[src/rtl/uart_tx_arbiter.sv]
// uart_tx_arbiter: round-robin, packet-aware sharing of one UART transmitter between NUM_REQ byte streams.
// A winner holds the transmitter until its last byte or MAX_BURST bytes (0 = unlimited).
module uart_tx_arbiter #(
    parameter int NUM_REQ   = 4,
    parameter int MAX_BURST = 16
) (
    input  logic                 clk,
    input  logic                 reset,
    input  logic [NUM_REQ-1:0]   req_valid,
    input  logic [NUM_REQ*8-1:0] req_data,
    input  logic [NUM_REQ-1:0]   req_last,
    output logic [NUM_REQ-1:0]   req_ready,
    output logic [NUM_REQ-1:0]   grant,
    output logic                 tx_start,
    output logic [7:0]           tx_data,
    input  logic                 tx_done,
    output logic                 active
);
    localparam int IW = $clog2(NUM_REQ);

    typedef enum logic [1:0] {IDLE, ISSUE, WAIT} state_t;

    state_t             state_q, state_d;
    logic [NUM_REQ-1:0] grant_q, grant_d;
    logic [IW-1:0]      gidx_q, gidx_d, last_grant_q, last_grant_d, pick, idx;
    logic [7:0]         burst_cnt_q, burst_cnt_d, tx_data_q, tx_data_d;
    logic               last_flag_q, last_flag_d, tx_start_q, tx_start_d, active_q, active_d;
    logic               found, release_now;

    // Scan from the requester after the last owner so the releaser ends up lowest priority.
    always_comb begin
        pick  = last_grant_q;
        idx   = last_grant_q;
        found = 1'b0;
        for (int k = 1; k <= NUM_REQ; k++) begin
            idx = IW'((int'(last_grant_q) + k) % NUM_REQ);
            if (!found && req_valid[idx]) begin
                found = 1'b1;
                pick  = idx;
            end
        end
    end

    always_comb begin
        state_d      = state_q;
        grant_d      = grant_q;
        gidx_d       = gidx_q;
        last_grant_d = last_grant_q;
        burst_cnt_d  = burst_cnt_q;
        tx_data_d    = tx_data_q;
        last_flag_d  = last_flag_q;
        tx_start_d   = 1'b0;
        release_now  = last_flag_q || (MAX_BURST != 0 && burst_cnt_q == 8'(MAX_BURST));
        case (state_q)
            IDLE: if (found) begin
                state_d     = ISSUE;
                gidx_d      = pick;
                grant_d     = NUM_REQ'(1) << pick;
                burst_cnt_d = '0;
            end
            ISSUE: if (req_valid[gidx_q]) begin
                state_d     = WAIT;
                tx_data_d   = req_data[{gidx_q, 3'b000} +: 8];
                last_flag_d = req_last[gidx_q];
                burst_cnt_d = burst_cnt_q + 8'd1;
                tx_start_d  = 1'b1;
            end else begin
                state_d      = IDLE;
                grant_d      = '0;
                last_grant_d = gidx_q;
            end
            WAIT: if (tx_done) begin
                state_d      = release_now ? IDLE : ISSUE;
                grant_d      = release_now ? '0 : grant_q;
                last_grant_d = release_now ? gidx_q : last_grant_q;
            end
            default: state_d = IDLE;
        endcase
        active_d = state_d != IDLE;
    end

    always_ff @(posedge clk or posedge reset) begin
        if (reset) begin
            state_q      <= IDLE;
            grant_q      <= '0;
            gidx_q       <= '0;
            last_grant_q <= IW'(NUM_REQ - 1);
            burst_cnt_q  <= '0;
            tx_data_q    <= '0;
            last_flag_q  <= 1'b0;
            tx_start_q   <= 1'b0;
            active_q     <= 1'b0;
        end else begin
            state_q      <= state_d;
            grant_q      <= grant_d;
            gidx_q       <= gidx_d;
            last_grant_q <= last_grant_d;
            burst_cnt_q  <= burst_cnt_d;
            tx_data_q    <= tx_data_d;
            last_flag_q  <= last_flag_d;
            tx_start_q   <= tx_start_d;
            active_q     <= active_d;
        end
    end

    assign req_ready = (state_q == ISSUE) ? (grant_q & req_valid) : '0;
    assign grant     = grant_q;
    assign tx_start  = tx_start_q;
    assign tx_data   = tx_data_q;
    assign active    = active_q;
endmodule

[config.mk]
export PLATFORM = sky130hd
export DESIGN_NAME = uart_tx_arbiter
export DESIGN_NICKNAME = d
export VERILOG_FILES = /design/src/rtl/uart_tx_arbiter.sv
export SDC_FILE = /design/constraint.sdc
export NUM_CORES = 1
export LEC_CHECK = 0
export BUFFER_PORTS_ARGS = -buffer_cell sky130_fd_sc_hd__buf_2
export CORE_UTILIZATION = 45
export CTS_CLUSTER_DIAMETER = 120
export DETAILED_ROUTE_END_ITERATION = 7
export PLACE_DENSITY = 0.78
export SYNTH_ARGS = -nofsm -noshare
export SYNTH_HDL_FRONTEND = slang
export SYNTH_SLANG_ARGS = --single-unit
[constraint.sdc]
create_clock -name clk -period 4.2 [get_ports clk]
set_clock_uncertainty 0.15 [all_clocks]
set_input_delay 0.84 -clock clk [delete_from_list [all_inputs] [get_ports clk]]
set_output_delay 0.84 -clock clk [all_outputs]
set_load 0.02 [all_outputs]
* Word level (Yosys, flattened, before mapping)
Index checks and enable logic that the tools add are counted.
** Word-level totals
- Latch bits :: 0
- Bits in writable memories :: 0
- Memories kept :: 0
- ROM bits :: 0
- Register bits after elaboration :: 29
- Bits of input ports :: 43
** Operators by class
- Reductions and logical operators :: 17
- $mul :: 0
- Divide/modulo/power cells :: 0
- Shifts and indexed selects :: 2
- Muxes and demuxes :: 40
- Bitwise gates (word level) :: 1
- Equality and inequality tests :: 8
- Add/sub/neg operators :: 5
- Magnitude comparators :: 5
** Operator list (number)
- variable part select 32 x 6 -> 8 bit :: 1
- 2-to-1 mux 2 bit :: 10
- 2-to-1 mux 4 bit :: 5
- 2-to-1 mux 8 bit :: 2
- case mux 8 bit (2 select lines) :: 1
- < comparator 2 x 3 -> 1 bit, second input constant :: 5
- 2-to-1 mux 1 bit :: 13
- binary-select mux 1 bit (select 2 bit) :: 6
- case mux 4 bit (3 select lines) :: 1
- != test 2 bit, second input constant :: 5
- adder 8 x 1 -> 8 bit, second input constant :: 1
- == test 8 x 5 -> 1 bit, second input constant :: 1
- case mux 2 bit (3 select lines) :: 1
- nonzero test 2 bit :: 3
- AND reduction 5 bit :: 1
- adder 2 x 1 -> 2 bit, second input constant :: 2
- adder 2 bit, second input constant :: 2
- AND 4 bit :: 1
- case mux 2 bit (2 select lines) :: 1
- AND reduction 2 bit :: 2
- AND reduction 4 bit :: 1
- << shifter 1 x 2 -> 4 bit, first input constant :: 1
- logical AND 1 bit :: 3
- zero test 1 bit :: 3
- 6 further kinds :: 6

* Longest topological paths before layout
Gate-level depths: netlist of run 1.
- Depth after elaboration :: 16
- Mapped depth :: 7

* Least setup slack after synthesis of run 1
No wires, ideal clock.
- Path type :: in2reg
- From :: in req_valid[3]
- To :: reg grant_q[1], in the netlist grant[1]
- Cell stages on the path :: 5
- Data required time :: 3955 ps
- Slack :: 1884 ps
- Buffers on the path :: 0
- Arrival time :: 2071 ps
- Cells stage by stage :: mux4_2 -> nand2_2 -> inv_2 -> or3_4 -> o31ai_1
** On the way
- Cells in the longest elaborated chain, start to end :: 15
** Ends and longest elaborated chain
- start: declaration :: line 9 : input logic [NUM_REQ-1:0] req_valid,
- binary-select mux 1 bit (select 2 bit) :: line 37 : if (!found && req_valid[idx]) begin
- 2-to-1 mux 1 bit (implied by the code) :: line 37
- 2-to-1 mux 1 bit :: line 37
- zero test 1 bit :: line 37
- logical AND 1 bit :: line 37
- 2-to-1 mux 1 bit :: line 37
- zero test 1 bit :: line 37
- logical AND 1 bit :: line 37
- 2-to-1 mux 1 bit :: line 37
- zero test 1 bit :: line 37
- logical AND 1 bit :: line 37
- 2-to-1 mux 2 bit :: line 37
- << shifter 1 x 2 -> 4 bit :: line 58 : grant_d = NUM_REQ'(1) << pick;
- 2-to-1 mux 4 bit :: line 55 : IDLE: if (found) begin
- case mux 4 bit (3 select lines) :: line 54 : case (state_q)
- end signal: assignment :: line 95 : grant_q <= grant_d;
- end: declaration :: line 24 : logic [NUM_REQ-1:0] grant_q, grant_d;
Parallel ways exist; a longest one is shown, timed or not. The select of a mux whose other input is x is not followed.
A chain may end at the register's enable or synchronous reset.

* Final worst setup path of run 1
- From :: reg gidx_q[1]
- To :: reg grant_q[0], in the netlist grant[0]
** On the way
- Cells in the longest elaborated chain, start to end :: 4
** Ends and longest elaborated chain
- start: declaration :: line 25 : logic [IW-1:0] gidx_q, gidx_d, last_grant_q, last_grant_d, pick, idx;
- start signal: assignment :: line 96 : gidx_q <= gidx_d;
- binary-select mux 1 bit (select 2 bit) :: line 61 : ISSUE: if (req_valid[gidx_q]) begin
- 2-to-1 mux 1 bit (implied by the code) :: line 61
- != test 2 bit (no source line)
- AND reduction 5 bit (no source line)
No other way between the ends. The select of a mux whose other input is x is not followed.

==> results by stage, run 1 <==
Finish:
- In the layout the commonest cells are sky130_fd_sc_hd__buf_2 (60), sky130_fd_sc_hd__nand2_1 (31), sky130_fd_sc_hd__dfrtp_1 (27), sky130_fd_sc_hd__o31ai_1 (13).
- Of the cells placed in the final design, the portion with a size suffix greater than 1 is 0.376.
- The net count of the finished layout is 282.
- The filler cell count in the final layout is 366.
- The synthesis-to-layout area growth is 24.0%.
- For this run, the number of standard cells in the final layout without fillers is 282.
- The repair_antennas step left the layout with diodes totalling 0.
- The library cell used most frequently in the layout, excluding fill and tap cells, is sky130_fd_sc_hd__buf_2.

STA:
- The final count of hold timing violations is 0.
- The worst max-slew margin expressed relative to the limit is 0.270.
- The worst path needs 2670 ps of the cycle, external delays included.
- The fmax is 375 MHz.
- The setup TNS after final layout is 0 ps.
- The worst hold-check slack is 315 ps.
- The post-route clock period utilization is 0.636.
- The actual transition at the worst max-transition pin is 1090 ps.
- Setup repair after global routing left no endpoint under its margin.
- The number of slew-limit violations in the final report is 0.
- Setup violations remaining at the end of the flow were counted as 0.

Synthesis:
- The synthesized design spends more area on one cell type than any other, namely sky130_fd_sc_hd__dfrtp_1.
- The average cell area after synthesis is 10.1 sq um.
- The number of flops mapped to enable cells by yosys is 0.
- The synthesized netlist occupies a cell area of 0.00173 sq mm.
- In the post-synthesis netlist, the biggest area contributors are sky130_fd_sc_hd__dfrtp_1 (39%), sky130_fd_sc_hd__mux4_2 (13%), sky130_fd_sc_hd__nand2_1 (6.7%).
- Of the post-synthesis cell area, the dominant cell type holds 0.390.
- The number of nets in the synthesized netlist is 221.
- Of the synthesized area, sequential elements account for 0.420.
- The total of warnings raised by yosys is 0.
- The number of distinct library cells after synthesis is 38.
- Counting flops and latches in the post-synthesis netlist gives 29.
- The share of async-settable or async-resettable flops after synthesis is 1.00.
- The synthesized netlist cell count is 172.
- Among all flip-flop cells after synthesis, the most frequent one is sky130_fd_sc_hd__dfrtp_1.

Flow run:
- The tool flagged a number of max-cap violations equal to 0.

Setup path:
- At the worst endpoint, the required time is 4230 ps.
- The worst setup path is launched from a flop.
- STA puts the critical path data arrival time at 2700 ps.
- Along the worst path, the maximum fanout reaches 18.
- The worst setup path is captured at a flop.
- The category of the most critical setup path is reg -> reg.
- The critical path starts at gidx_q[1].
- The beginning of the worst register-to-register path is gidx_q[1].

Route:
- Before antenna repair, the detailed router went through 4 iterations.
- After detailed routing, the average wire length per cell comes to 14.6 microns.
- The count of vias placed by the detailed router is 1585.
- Once detail routing completed, the nets flagged for antenna violations numbered 0.
- The total wire length is 4110 microns.
- The detailed-route DRC error count is 0.
- After the first detailed-routing iteration, the DRC count stood at 85.
- After detailed routing, the number of vias per cell comes to 5.62.

Clock network:
- The count of instances resized after the clock tree is built is 0.
- The maximum level of the CTS H-tree is 2.
- In this run, CTS created clock tree buffers numbering 5.
- The insertion delay of the later-clocked pin in the worst-skew pair is 280 ps.
- In this run the deepest clock path goes through 2 buffers.
- After clock tree synthesis, the clock-pin slew on the worst setup and hold paths is 60 ps.
- Hold repair after CTS inserted 0 buffers.
- TritonCTS built the clock tree.
- The number of buffers added for setup after CTS is 0.
- The total clock sinks is 29.
- The clock tree root driver cell is sky130_fd_sc_hd__clkbuf_8.

Floorplanning:
- The die span in x is 64.1 microns.
- For this configuration, the core starts out at a cell density of 0.470.
- The floorplan has 22 rows.
- The region available for standard cell placement spans 0.00369 sq mm.
- The y dimension of the die is 64.1 microns.
- The die footprint is 0.00411 sq mm.
- 61 I/O pins were placed.

Placed design:
- The estimated wirelength of the detail-placed design is 3010 microns.
- The global placement routability congestion is 0.860.
- After detailed placement, the design holds a cell count of 274.
- Port buffering added 60 buffers.

Global routing:
- The wire length of the first global-routing pass is 6730 microns.
- The number of global-route vias before repair is 1479.
- The total grt overflow is 0.
- For this run, the total global-route usage over all layers was measured as 0.218.
- The number of antenna violations at the first check in global routing was 0.
- Entering global routing, the biggest net connects 30 pins.

Power and ir drop:
- The maximum vdd ir drop is 0.000328 V.
- For this design the ratio of total power to cell area is 683 mW/mm^2.
- Summed over all cells, the static leakage comes to 1.08 nW.

Run status:
- The run finished with clean final reports.

Min path:
- In this run the most critical hold path is launched from tx_data[1].
- The path type of the worst min-delay path is reg -> reg.
cell families after synthesis:
logic type,share of synthesized area
muxes,0.155
AOI/OAI and AO/OA,0.140
DFF,0.420
and+or+nand+nor,0.205
buffers and inverters,0.0368
adders and majority gates,0.0433
metal layers:
| layer | track usage | vias to the layer above | share of wire |
|---|---|---|---|
| met2 | 0.342 | 62 | 0.47 |
| met1 | 0.295 | 761 | 0.46 |
| met4 | 0.0881 | 0 | 0.015 |
| met5 | 0 | - | 0 |
| li1 | - | 753 | - |
| met3 | 0.0446 | 9 | 0.059 |
flip-flops by register name (all words and copies together) (netlist names), 2 cells and up:
name,cells
last_grant_q,2
gidx_q,2
tx_data,8
burst_cnt_q,8
state_q,2
grant,4
worst paths after layout:
check                           slack, ps    endpoint  cells past startpoint
worst max-delay path                 1530    grant[0]                      5
worst max register to register       1530    grant[0]                      5
worst min register to register        310  tx_data[1]                      2
worst min-delay path                  310  tx_data[1]                      2
min in group asynchronous             680  tx_data[7]                      2
max in group asynchronous            2560  state_q[1]                      2
power breakdown:
group	internal [mW]	switching, mW	total [mW]
sequential	0.394	0.121	0.515
clock	0.114	0.103	0.218
combinational	0.314	0.421	0.735
cell usage after synthesis, types with 2 or more instances:
| library cell | instances |
|---|---|
| sky130_fd_sc_hd__a21oi_1 | 10 |
| sky130_fd_sc_hd__nor2_1 | 10 |
| sky130_fd_sc_hd__ha_1 | 6 |
| sky130_fd_sc_hd__mux4_2 | 10 |
| sky130_fd_sc_hd__dfstp_2 | 2 |
| sky130_fd_sc_hd__clkbuf_1 | 2 |
| sky130_fd_sc_hd__nand3_1 | 4 |
| sky130_fd_sc_hd__or4_1 | 6 |
| sky130_fd_sc_hd__inv_1 | 9 |
| sky130_fd_sc_hd__and3_1 | 5 |
| sky130_fd_sc_hd__nor4_1 | 2 |
| sky130_fd_sc_hd__nand2_1 | 31 |
| sky130_fd_sc_hd__a221oi_1 | 2 |
| sky130_fd_sc_hd__nor2b_1 | 3 |
| sky130_fd_sc_hd__o21ai_0 | 4 |
| sky130_fd_sc_hd__o31ai_1 | 13 |
| sky130_fd_sc_hd__or2_2 | 2 |
| sky130_fd_sc_hd__buf_2 | 3 |
| sky130_fd_sc_hd__mux2_2 | 3 |
| sky130_fd_sc_hd__dfrtp_1 | 27 |
critical path, cell delays in order (launching register included):
cell and delay (ps):
sky130_fd_sc_hd__dfrtp_1 680, sky130_fd_sc_hd__mux4_2 600, sky130_fd_sc_hd__nand2_2 220, sky130_fd_sc_hd__inv_2 190, sky130_fd_sc_hd__or3_4 450, sky130_fd_sc_hd__o31ai_1 270
final cells by class:
type,instances,area [sq um],share of cell area
clock buffers,6,72.6,0.0337
clock inverters,2,10.0,0.00465
inverters,10,37.5,0.0175
multi-input cells,127,942,0.438
flip-flops and latches,29,728,0.339
well taps,48,60.1,0.0279
repair buffers,60,300,0.140
per-stage QoR:
stage / setup slack [ps] / power, mW / instance area [sq um] / util
after floorplan: 1880 / 1.06 / 1730 / -
after global placement: 1420 / 1.23 / 2070 / 0.561
after detailed placement: 1310 / 1.25 / 2070 / 0.561
after CTS: 1540 / 1.47 / 2150 / 0.583
after global routing: 1340 / 1.59 / 2150 / 0.583
final: 1530 / 1.47 / 2150 / 0.583
Note: power is estimated with default switching activity, not from simulation.
==> run 2: changes to the inputs <==
--- a/config.mk
+++ b/config.mk
@@ -9,7 +9,7 @@
 export CORE_UTILIZATION = 45
 export CTS_CLUSTER_DIAMETER = 120
 export DETAILED_ROUTE_END_ITERATION = 7
-export PLACE_DENSITY = 0.78
+export PLACE_DENSITY = 0.81
 export SYNTH_ARGS = -nofsm -noshare
 export SYNTH_HDL_FRONTEND = slang
 export SYNTH_SLANG_ARGS = --single-unit
==> constraint.sdc (replaced) <==
create_clock -name clk -period 2.4 [get_ports clk]
set_clock_uncertainty 0.15 [all_clocks]
set_input_delay 0.48 -clock clk [delete_from_list [all_inputs] [get_ports clk]]
set_output_delay 0.48 -clock clk [all_outputs]
set_load 0.02 [all_outputs]
==> run 2 against run 1 <==
Effect of this change:
- worst hold slack worse by 200 ps
- register-to-register slack worse by 1200 ps
- critical endpoint is now req_ready[0]
- critical path type is now reg -> out
- final cell count up 3.5%
- count of clock-buffer cells in the layout increased by 2
- global-route usage increased by 1.4 points
- non-clock buffer count up 10
- routed wire length grew 4.1%
- via count increased by 3.3%
- power grew 86%
==> results by stage, run 2 (synthesis gave the netlist of run 1 again) <==
STA:
- The number of slew-limit violations in the final report came to 0 (unchanged).
- The final count of hold timing violations is 0 (unchanged).
- The actual transition at the worst max-transition pin is 488 ps (-605 ps).
- Static timing analysis puts the maximum clock frequency at 480 MHz.
- The setup TNS after final layout is 0 ps (unchanged).
- The number of endpoints failing setup at the final stage is 0 (unchanged).
- The worst max-slew margin expressed relative to the limit was 0.675 (+0.404).
- The post-route clock period utilization is 0.868.
- Setup repair after global routing left no endpoint under its margin.
- The final period demand of the worst path is 2080 ps.

Setup path:
- The worst endpoint data arrival time is 1450 ps (-1250 ps).
- The terminus of the critical flop-to-flop path is last_grant_q[0].
- The count of cells along the worst register-to-register path is 6 (+1).
- The worst setup path is of the reg -> out kind.
- The worst register-to-register path begins at burst_cnt_q[0].
- The critical path data required time is 1770 ps (-2460 ps).
- The nature of the critical path endpoint is an output port.
- The worst-path maximum fanout is 7 (-11).
- The flop-to-flop setup slack is 360 ps (-1170 ps).
- The critical path starts at state_q[1].
- The launching element type of the critical path is a flop.

Route:
- The number of antenna-violating nets in the routed design is 0 (unchanged).
- The sum of met3 wire segment lengths after detailed routing is 239 microns (-2.0%).
- The count of vias placed by the detailed router is 1637 (+3.3%).
- The ratio of routed vias to standard cells is 5.61 (-0.26%).
- The first-pass iteration count of the detailed router is 4 (unchanged).
- Routed signal wires occupy layers up through met4.
- The total wire length is 4280 microns (+4.1%).
- The DRC marker count from the first detailed-route iteration came to 129 (+52%).
- The routed length on met1 is 1740 microns (-7.8%).
- The sum of met2 wire segment lengths after detailed routing is 2190 microns (+14%).
- The detailed-route DRC error count is 0 (unchanged).
- The wire length per cell came to 14.7 microns (+0.50%).

Finish:
- The area of the multi-input gates is 942 sq um (unchanged).
- The synthesis-to-layout area growth is 28.8%.
- In the layout the commonest cells are sky130_fd_sc_hd__buf_2 (60), sky130_fd_sc_hd__nand2_1 (31), sky130_fd_sc_hd__dfrtp_1 (27), sky130_fd_sc_hd__o31ai_1 (13).
- The fraction of layout cells with a size suffix above 1 came to 0.398 (+0.0215).
- The net count of the finished layout is 292 (+3.5%).
- The sequential cell area in the final layout is 728 sq um (unchanged).
- The most common cell after layout, fill and taps aside is sky130_fd_sc_hd__buf_2.
- The number of antenna diodes was 0 (unchanged).
- The filler cell count in the final layout is 336 (-8.2%).
- The final standard cell count with taps included and fillers excluded came to 292 (+3.5%).

Clock network:
- The insertion delay of the later-clocked pin in the worst-skew pair is 280 ps (about the same).
- The total clock sinks was 29 (unchanged).
- The tree is rooted in a sky130_fd_sc_hd__clkbuf_8.
- The count of hold buffers inserted by post-cts repair is 0 (unchanged).
- The number of buffers added for setup after CTS is 0 (unchanged).
- TritonCTS built the clock tree.
- The maximum level of the CTS H-tree is 2 (unchanged).
- The count of instances resized after the clock tree is built came to 0 (unchanged).
- The buffer levels on the longest clock path is 2 (unchanged).
- The clock transition at the register clock pins on the worst setup and hold paths after CTS was 60 ps (about the same).
- The number of buffers added by the clock tree synthesis step was 5 (unchanged).

Global routing:
- The number of antenna violations at the first check in global routing is 0 (unchanged).
- The number of global-route vias before repair is 1579 (+6.8%).
- The wire length of the first global-routing pass is 7110 microns (+5.7%).
- The total grt overflow came to 0 (unchanged).
- The total global-route track usage came to 0.233 (+0.0144).
- The maximum number of pins on one net before global-route repair was 30 (unchanged).

Power and ir drop:
- The total leakage power came to 1.13 nW (+4.6%).
- The maximum vdd ir drop is 0.000860 V (+160%).
- The power density over the cells was 1230 mW/mm^2 (+80%).

Floorplanning:
- The core area is 0.00369 sq mm (unchanged).
- The starting density of the core came to 0.470 (unchanged).
- The die span in x is 64.1 microns (unchanged).
- The cell row count is 22 (unchanged).
- The number of top-level pins is 61 (unchanged).
- The die footprint came to 0.00411 sq mm (unchanged).
- The y dimension of the die is 64.1 microns (unchanged).

Min path:
- The tightest min-delay check is of the in -> async type.

Run status:
- The flow ran to the end, and the final reports show no timing, DRC or antenna violations.

Placed design:
- The global placement routability congestion is 0.843 (-2.0%).
- The count of placed standard cells including taps was 284 (+3.6%).
- The estimated wirelength of the detail-placed design was 3270 microns (+8.5%).
- The count of port buffers added during placement was 60 (unchanged).

Flow run:
- The max-capacitance violation count came to 0 (unchanged).
-- run 2: cell count changes in the layout (fill, tap and decap cells not counted) --
| cell | change |
|---|---|
| sky130_fd_sc_hd__clkinv_2 | -2 |
| sky130_fd_sc_hd__buf_4 | +10 |
| sky130_fd_sc_hd__clkbuf_1 | +1 |
| sky130_fd_sc_hd__clkbuf_8 | +1 |
-- run 2: per-stage QoR --
stage / setup WS (ps) / cell area (sq um) / hold WS, ps / power, mW / util
after floorplan: 349 / 1730 / 289 / 1.85 / -
after global placement: 274 / 2140 / 298 / 2.27 / 0.581
after detailed placement: 228 / 2140 / 306 / 2.33 / 0.581
after CTS: 301 / 2230 / 109 / 2.76 / 0.605
after global routing: 213 / 2230 / 138 / 2.96 / 0.605
final: 318 / 2230 / 111 / 2.74 / 0.605
-- run 2: where the power goes --
group	switching [mW]	total, mW	leakage, nW	internal [mW]
Combinational	0.841	1.49	0.717	0.647
Clock	0.174	0.408	0.0455	0.233
Sequential	0.151	0.842	0.370	0.692
Total	1.17	2.74	1.13	1.57
-- run 2: worst max-delay path by stage --
stage	end	slack, ps	cells after the start
6_report	req_ready[0]	320	4
5_1_grt	req_ready[0]	210	4
4_1_cts	req_ready[0]	300	4
3_5_place_dp	grant[0]	230	6
3_3_place_gp	grant[0]	270	6
2_1_floorplan	last_grant_q[0]	350	6
-- run 2: cell type report --
type | count | area share
multi-input cells | 127 | 0.422
flip-flops and latches | 29 | 0.326
repair buffers | 70 | 0.168
clock buffers | 8 | 0.0403
well taps | 48 | 0.0269
inverters | 10 | 0.0168
-- run 2: worst max-delay path, cell delays in order, from the launching register on --
cell and delay (ps):
sky130_fd_sc_hd__dfrtp_1 420, sky130_fd_sc_hd__inv_1 90, sky130_fd_sc_hd__ha_1 300, sky130_fd_sc_hd__and3_1 210
sky130_fd_sc_hd__buf_2 160
-- run 2: routing by layer --
layer	vias to the layer above	GRT usage
met5	-	0
met4	0	0.0852
met3	13	0.0696
met2	66	0.371
met1	783	0.298
li1	775	-
